--- config.mk ---
export PLATFORM = sky130hd
export DESIGN_NAME = bpu_bht_btb_flat
export DESIGN_NICKNAME = d
export VERILOG_FILES = /design/src/rtl/bpu_bht_btb_if.sv /design/src/rtl/bpu_bht_btb.sv /design/src/flat_wrapper.sv
export SDC_FILE = /design/constraint.sdc
export NUM_CORES = 2
export LEC_CHECK = 0
export BUFFER_PORTS_ARGS = -buffer_cell sky130_fd_sc_hd__clkbuf_2
export CORE_MARGIN = 4
export CORE_UTILIZATION = 55
export CTS_CLUSTER_DIAMETER = 120
export CTS_CLUSTER_SIZE = 12
export DETAILED_ROUTE_END_ITERATION = 12
export PLACE_DENSITY = 0.74
export SKIP_CTS_REPAIR_TIMING = 1
export SLEW_MARGIN = 20
export SYNTH_ARGS = -nofsm -noshare
export SYNTH_HDL_FRONTEND = slang
export SYNTH_SLANG_ARGS = --single-unit
--- constraint.sdc ---
create_clock -name clk -period 6.2 [get_ports clk]
set_input_delay 1.24 -clock clk [delete_from_list [all_inputs] [get_ports clk]]
set_output_delay 1.24 -clock clk [all_outputs]
set_load 0.005 [all_outputs]
--- src/rtl/bpu_bht_btb_if.sv ---
// Bundle of the signals exchanged between the pipeline and the branch predictor.
//   if_pc_i          : PC being fetched (lookup address)
//   prd_jump_en_o    : predicted taken
//   prd_jump_addr_o  : predicted target (0 when not predicted taken)
//   upd_valid_i      : EX resolves a branch/jump this cycle
//   upd_pc_i         : PC of the resolving instruction
//   upd_taken_i      : actual outcome
//   upd_target_i     : actual target
//   upd_mispred_i    : controller prediction-fail flag
//   hold_i           : EX stage held; no training this cycle
//   mispred_cnt_o    : mispredicts since reset
//   branch_cnt_o     : resolved branches since reset
// Modports: master = pipeline side, slave = predictor side.
interface bpu_bht_btb_if #(
  parameter int ADDR_W = 32
);
  logic [ADDR_W-1:0] if_pc_i;
  logic              prd_jump_en_o;
  logic [ADDR_W-1:0] prd_jump_addr_o;
  logic              upd_valid_i;
  logic [ADDR_W-1:0] upd_pc_i;
  logic              upd_taken_i;
  logic [ADDR_W-1:0] upd_target_i;
  logic              upd_mispred_i;
  logic              hold_i;
  logic [31:0]       mispred_cnt_o;
  logic [31:0]       branch_cnt_o;

  modport master (
    output if_pc_i, upd_valid_i, upd_pc_i, upd_taken_i, upd_target_i,
           upd_mispred_i, hold_i,
    input  prd_jump_en_o, prd_jump_addr_o, mispred_cnt_o, branch_cnt_o
  );

  modport slave (
    input  if_pc_i, upd_valid_i, upd_pc_i, upd_taken_i, upd_target_i,
           upd_mispred_i, hold_i,
    output prd_jump_en_o, prd_jump_addr_o, mispred_cnt_o, branch_cnt_o
  );
endinterface

--- src/rtl/bpu_bht_btb.sv ---
// Direct-mapped branch target buffer with a 2-bit saturating counter per entry.
// Lookup on if_pc_i is purely combinational on the registered table, so a
// same-cycle update is only visible from the following cycle and there is no
// path from upd_* to prd_*.
// Ports:
//   clk  : system clock
//   rstn : asynchronous active-low reset
//   bus  : predictor side of bpu_bht_btb_if (lookup, training, statistics)
// Update handshake: an update is accepted on a rising clk edge where
// upd_valid_i=1 and hold_i=0; there is no back-pressure, a held update is
// simply dropped and EX re-presents it later.
module bpu_bht_btb #(
  parameter int ADDR_W  = 32,
  parameter int INDEX_W = 4,
  parameter int TAG_W   = ADDR_W - INDEX_W - 2
) (
  input logic            clk,
  input logic            rstn,
  bpu_bht_btb_if.slave   bus
);
  localparam int ENTRIES = 2 ** INDEX_W;

  logic [ENTRIES-1:0] valid_q;
  logic [TAG_W-1:0]   tag_q    [ENTRIES];
  logic [ADDR_W-1:0]  target_q [ENTRIES];
  logic [1:0]         ctr_q    [ENTRIES];
  logic [31:0]        branch_cnt_q;
  logic [31:0]        mispred_cnt_q;

  // PC bits [1:0] never take part in indexing or tag compare.
  logic unused_pc_bits;
  assign unused_pc_bits = ^{bus.if_pc_i[1:0], bus.upd_pc_i[1:0]};

  // Lookup
  logic [INDEX_W-1:0] lk_idx;
  logic [TAG_W-1:0]   lk_tag;
  logic               lk_hit;
  logic               lk_taken;

  assign lk_idx   = bus.if_pc_i[INDEX_W+1:2];
  assign lk_tag   = bus.if_pc_i[ADDR_W-1:INDEX_W+2];
  assign lk_hit   = valid_q[lk_idx] && (tag_q[lk_idx] == lk_tag);
  assign lk_taken = lk_hit && ctr_q[lk_idx][1];

  assign bus.prd_jump_en_o   = lk_taken;
  assign bus.prd_jump_addr_o = lk_taken ? target_q[lk_idx] : '0;
  assign bus.branch_cnt_o    = branch_cnt_q;
  assign bus.mispred_cnt_o   = mispred_cnt_q;

  // Training
  logic [INDEX_W-1:0] up_idx;
  logic [TAG_W-1:0]   up_tag;
  logic               up_hit;
  logic               up_accept;

  assign up_idx    = bus.upd_pc_i[INDEX_W+1:2];
  assign up_tag    = bus.upd_pc_i[ADDR_W-1:INDEX_W+2];
  assign up_hit    = valid_q[up_idx] && (tag_q[up_idx] == up_tag);
  assign up_accept = bus.upd_valid_i && !bus.hold_i;

  always_ff @(posedge clk or negedge rstn) begin
    if (!rstn) begin
      valid_q       <= '0;
      branch_cnt_q  <= '0;
      mispred_cnt_q <= '0;
      for (int i = 0; i < ENTRIES; i++) begin
        tag_q[i]    <= '0;
        target_q[i] <= '0;
        ctr_q[i]    <= 2'b01;
      end
    end else if (up_accept) begin
      branch_cnt_q <= branch_cnt_q + 32'd1;
      if (bus.upd_mispred_i) begin
        mispred_cnt_q <= mispred_cnt_q + 32'd1;
      end
      if (up_hit) begin
        if (bus.upd_taken_i) begin
          target_q[up_idx] <= bus.upd_target_i;
          if (ctr_q[up_idx] != 2'b11) begin
            ctr_q[up_idx] <= ctr_q[up_idx] + 2'b01;
          end
        end else if (ctr_q[up_idx] != 2'b00) begin
          ctr_q[up_idx] <= ctr_q[up_idx] - 2'b01;
        end
      end else if (bus.upd_taken_i) begin
        // Allocate on taken miss, evicting whatever aliases to this index.
        valid_q[up_idx]  <= 1'b1;
        tag_q[up_idx]    <= up_tag;
        target_q[up_idx] <= bus.upd_target_i;
        ctr_q[up_idx]    <= 2'b10;
      end
    end
  end
endmodule

--- src/flat_wrapper.sv ---
// flat-port wrapper written by rule: the top's interface ports become plain ports
module bpu_bht_btb_flat 
#(
  parameter int ADDR_W  = 32,
  parameter int INDEX_W = 4,
  parameter int TAG_W   = ADDR_W - INDEX_W - 2
)
  (clk, rstn, bus_if_pc_i, bus_upd_valid_i, bus_upd_pc_i, bus_upd_taken_i, bus_upd_target_i, bus_upd_mispred_i, bus_hold_i, bus_prd_jump_en_o, bus_prd_jump_addr_o, bus_mispred_cnt_o, bus_branch_cnt_o);
  bpu_bht_btb_if #(.ADDR_W(ADDR_W)) bus_i ();
  input logic clk;
  input logic rstn;
  input wire logic [$bits(bus_i.if_pc_i)-1:0] bus_if_pc_i;
  input wire logic [$bits(bus_i.upd_valid_i)-1:0] bus_upd_valid_i;
  input wire logic [$bits(bus_i.upd_pc_i)-1:0] bus_upd_pc_i;
  input wire logic [$bits(bus_i.upd_taken_i)-1:0] bus_upd_taken_i;
  input wire logic [$bits(bus_i.upd_target_i)-1:0] bus_upd_target_i;
  input wire logic [$bits(bus_i.upd_mispred_i)-1:0] bus_upd_mispred_i;
  input wire logic [$bits(bus_i.hold_i)-1:0] bus_hold_i;
  output wire logic [$bits(bus_i.prd_jump_en_o)-1:0] bus_prd_jump_en_o;
  output wire logic [$bits(bus_i.prd_jump_addr_o)-1:0] bus_prd_jump_addr_o;
  output wire logic [$bits(bus_i.mispred_cnt_o)-1:0] bus_mispred_cnt_o;
  output wire logic [$bits(bus_i.branch_cnt_o)-1:0] bus_branch_cnt_o;
  assign bus_i.if_pc_i = bus_if_pc_i;
  assign bus_i.upd_valid_i = bus_upd_valid_i;
  assign bus_i.upd_pc_i = bus_upd_pc_i;
  assign bus_i.upd_taken_i = bus_upd_taken_i;
  assign bus_i.upd_target_i = bus_upd_target_i;
  assign bus_i.upd_mispred_i = bus_upd_mispred_i;
  assign bus_i.hold_i = bus_hold_i;
  assign bus_prd_jump_en_o = bus_i.prd_jump_en_o;
  assign bus_prd_jump_addr_o = bus_i.prd_jump_addr_o;
  assign bus_mispred_cnt_o = bus_i.mispred_cnt_o;
  assign bus_branch_cnt_o = bus_i.branch_cnt_o;
  bpu_bht_btb #(.ADDR_W(ADDR_W), .INDEX_W(INDEX_W), .TAG_W(TAG_W)) u_core (.clk(clk), .rstn(rstn), .bus(bus_i));
endmodule
==> flow_summary.json <==
{
  "finalCritPeriodShare": 0.955,
  "setup_viol": 0,
  "drv_slew": 0,
  "hold-worst-slack_ns": 0.475,
  "synth_mux_area_frac": 0.394,
  "p_per_area_nw_per_um2": 285,
  "grtUsageTotal": 0.277,
  "period_needed_ns": 5.92,
  "cts_buffers": 96,
  "place_congestion": 0.840,
  "fin_worst_skew_ns": 0.0382,
  "drtPass1Iterations": 7,
  "rsz0062_at_grt": "no",
  "vdd_drop_max_mv": 0.239,
  "design_area_um2": 56700,
  "slowest_delay_ns": 0.50,
  "num_rows": 111,
  "grt_pass1_wl_mm": 207,
  "synth_top_cell_area_share": 0.499,
  "synth_cell_types": 63,
  "clk_pin_slew_ns": 0.06,
  "overflow": 0,
  "placed_area_um2": 54000,
  "wl_met1_mm": 55.2,
  "synthArstFlopShare": 1.00,
  "syn-instance-count": 3306,
  "netlist.top_cell.by_area": "dfrtp_1",
  "critPathCaptureType": "primary output",
  "p_comb_frac": 0.159,
  "synthAdderAreaFrac": 0.000975,
  "cp_max_fo": 88,
  "ys.flop_type": "dfrtp_1",
  "synthXorXnorAreaFrac": 0.0201,
  "worst-setup-path-type": "in2out",
  "register_area_um2": 26000,
  "cts_tree": "done",
  "drtAntennaViolNets": 0,
  "start_util": 0.557,
  "holdPathStages": 1,
  "core_area_um2": 92100,
  "layout-drive-gt1-share": 0.483,
  "worst_setup_path_start_kind": "input pin",
  "drt_drc_violations_left": 0,
  "reg2reg_depth": 10,
  "slowest_stage": "buf_12",
  "yosysSeqAreaShare": 0.507,
  "fin_util": 0.615,
  "grt_pass1_vias": 33400,
  "status": "completed",
  "via_per_inst": 6.52,
  "synth_commonest_cells": "dfrtp_1, mux2_2, mux4_2",
  "synth_most_common_cell": "dfrtp_1",
  "internal_power_mw": 12.0,
  "clockRootBuffer": "clkbuf_16",
  "dr_total_vias": 30800,
  "nets": 3544,
  "synth.area.top_cells": "dfrtp_1, mux2_2, mux4_2",
  "synthesis.area_um2": 51300,
  "die-area_um2": 98300,
  "cts.sinks": 1040,
  "synth-warning-count": 0,
  "yosys.area_share.simple": 0.0331,
  "synth_edf_count": 0,
  "fin_setup_tns_ns": 0,
  "syn2layout_area_growth_pct": 10.4,
  "routedWlPerCell_um": 28.6,
  "required_ns": 4.96,
  "p_seq_frac": 0.510,
  "synth_top_family_by_area": "multiplexers",
  "relSlewSlack": 0.310,
  "avgSynthCellArea_um2": 15.5,
  "antenna_found_initial": 12,
  "die_h_um": 313,
  "wl_met3_mm": 8.50,
  "h-tree-depth": 3,
  "wirelength_mm": 135,
  "clockBufferDepth": 3,
  "crit_arrival_ns": 4.68,
  "p_sw_frac": 0.257,
  "grt_max_degree": 185,
  "syn-num-nets": 3412,
  "fillCellCount": 6754,
  "path_cells": "clkbuf_8 -> buf_12 -> mux4_2 -> nor2b_1 -> a211oi_1 -> a21oi_1 -> xor2_1 -> nor4_1 -> nand4_1 -> buf_4 -> nor2b_1 -> buf_4 -> clkbuf_2",
  "synth_compound_area_frac": 0.0161,
  "pin_count": 199,
  "hpwl_mm": 82.1,
  "worst-path-buf-inv": 5,
  "ys_seq_elements": 1040,
  "p_switching_mw": 4.16,
  "fmax_mhz": 169,
  "cp_num_cells": 13,
  "dieWidth_um": 313,
  "hold_violations": 0,
  "top_layer": "met5",
  "leakage_nw": 25.9,
  "multi_input_comb_area_um2": 24000,
  "maxCapViolCount": 0,
  "tightest_slew_ns": 1.04,
  "clkPwrFrac": 0.331,
  "hp-class": "reg2reg",
  "first_iter_violations": 2641,
  "clk_latency_ns": 0.68,
  "wl_met2_mm": 66.8,
  "numPortBuffers": 194,
  "cp_top_family": "buffers and inverters"
}
sequential cells by signal, summed over array words and instances (netlist names):
signal and flops:
u_core.bus.branch_cnt_o 32, u_core.bus.mispred_cnt_o 32, u_core.ctr_q 32, u_core.tag_q 416, u_core.target_q 512, u_core.valid_q 16
area by class of cell:
class                   instances  share of cell area
diodes                         10            0.000442
inverters                      18             0.00119
repair buffers                318              0.0413
flip-flops and latches       1040               0.460
multi-input cells            1964               0.424
clock inverters                 6             0.00201
clock buffers                 119              0.0443
well taps                    1243              0.0274
per-stage QoR:
step	total power [mW]	std cells	worst slack, ns
detailed placement	10.9	4583	0.243
CTS	16.3	4708	0.233
global route	16.8	4712	0.108
floorplan	10.0	3306	0.679
finish	16.2	4718	0.279
global placement	10.7	4583	0.256
cells in the final DEF, fill, tap and decap left out, types with 46 or more instances in the layout:
cell type,count
buf_4,94
clkbuf_16,97
clkbuf_2,187
dfrtp_1,1024
mux2_1,179
mux2_2,800
mux2i_1,73
mux4_2,376
nand2_1,60
xnor2_1,72
xor2_1,46
worst reg2reg max path, cell delays in order (launching register included):
cell,delay (ns)
dfrtp_1,0.40
mux4_2,0.48
mux2i_1,0.39
a32oi_1,0.20
o211ai_1,0.17
nor4_2,0.07
o2111ai_2,0.46
nor3_4,0.18
nor3_4,0.74
buf_4,0.56
mux2_2,0.40
cell families after synthesis:
logic type,count (synthesis)
AO/OA/AOI/OAI,105
XOR/XNOR,118
adder cells (fa/ha/maj),4
buffers and inverters,302
flip-flops,1040
multiplexers,1429
AND/OR/NAND/NOR,308
layer usage:
metal,up-vias,GRT usage
li1,12700,-
met1,16800,0.376
met2,1062,0.457
met3,283,0.0488
met4,4,0.0948
met5,-,0
final timing paths:
path                                        startpoint                          end  slack [ns]
min in group asynchronous                         rstn          u_core.target_q[57]        0.64
hold reg to reg            u_core.bus.branch_cnt_o[31]  u_core.bus.branch_cnt_o[31]        0.48
setup reg to reg                     u_core.tag_q[277]             u_core.tag_q[67]        2.00
max in group asynchronous                         rstn         u_core.target_q[273]        3.96
hold / removal             u_core.bus.branch_cnt_o[31]  u_core.bus.branch_cnt_o[31]        0.48
setup / recovery                        bus_if_pc_i[4]      bus_prd_jump_addr_o[10]        0.28
power by group through the flow:
| stage | clock network [mW] | registers, mW | logic (mW) |
|---|---|---|---|
| after global routing | 5.74 | 8.33 | 2.76 |
| after global placement | 0 | 8.23 | 2.46 |
| after detailed placement | 0 | 8.35 | 2.58 |
| after floorplan | 0 | 8.13 | 1.87 |
| after CTS | 5.48 | 8.22 | 2.59 |
| final | 5.36 | 8.25 | 2.56 |
Power figures use the tool's default switching activity.
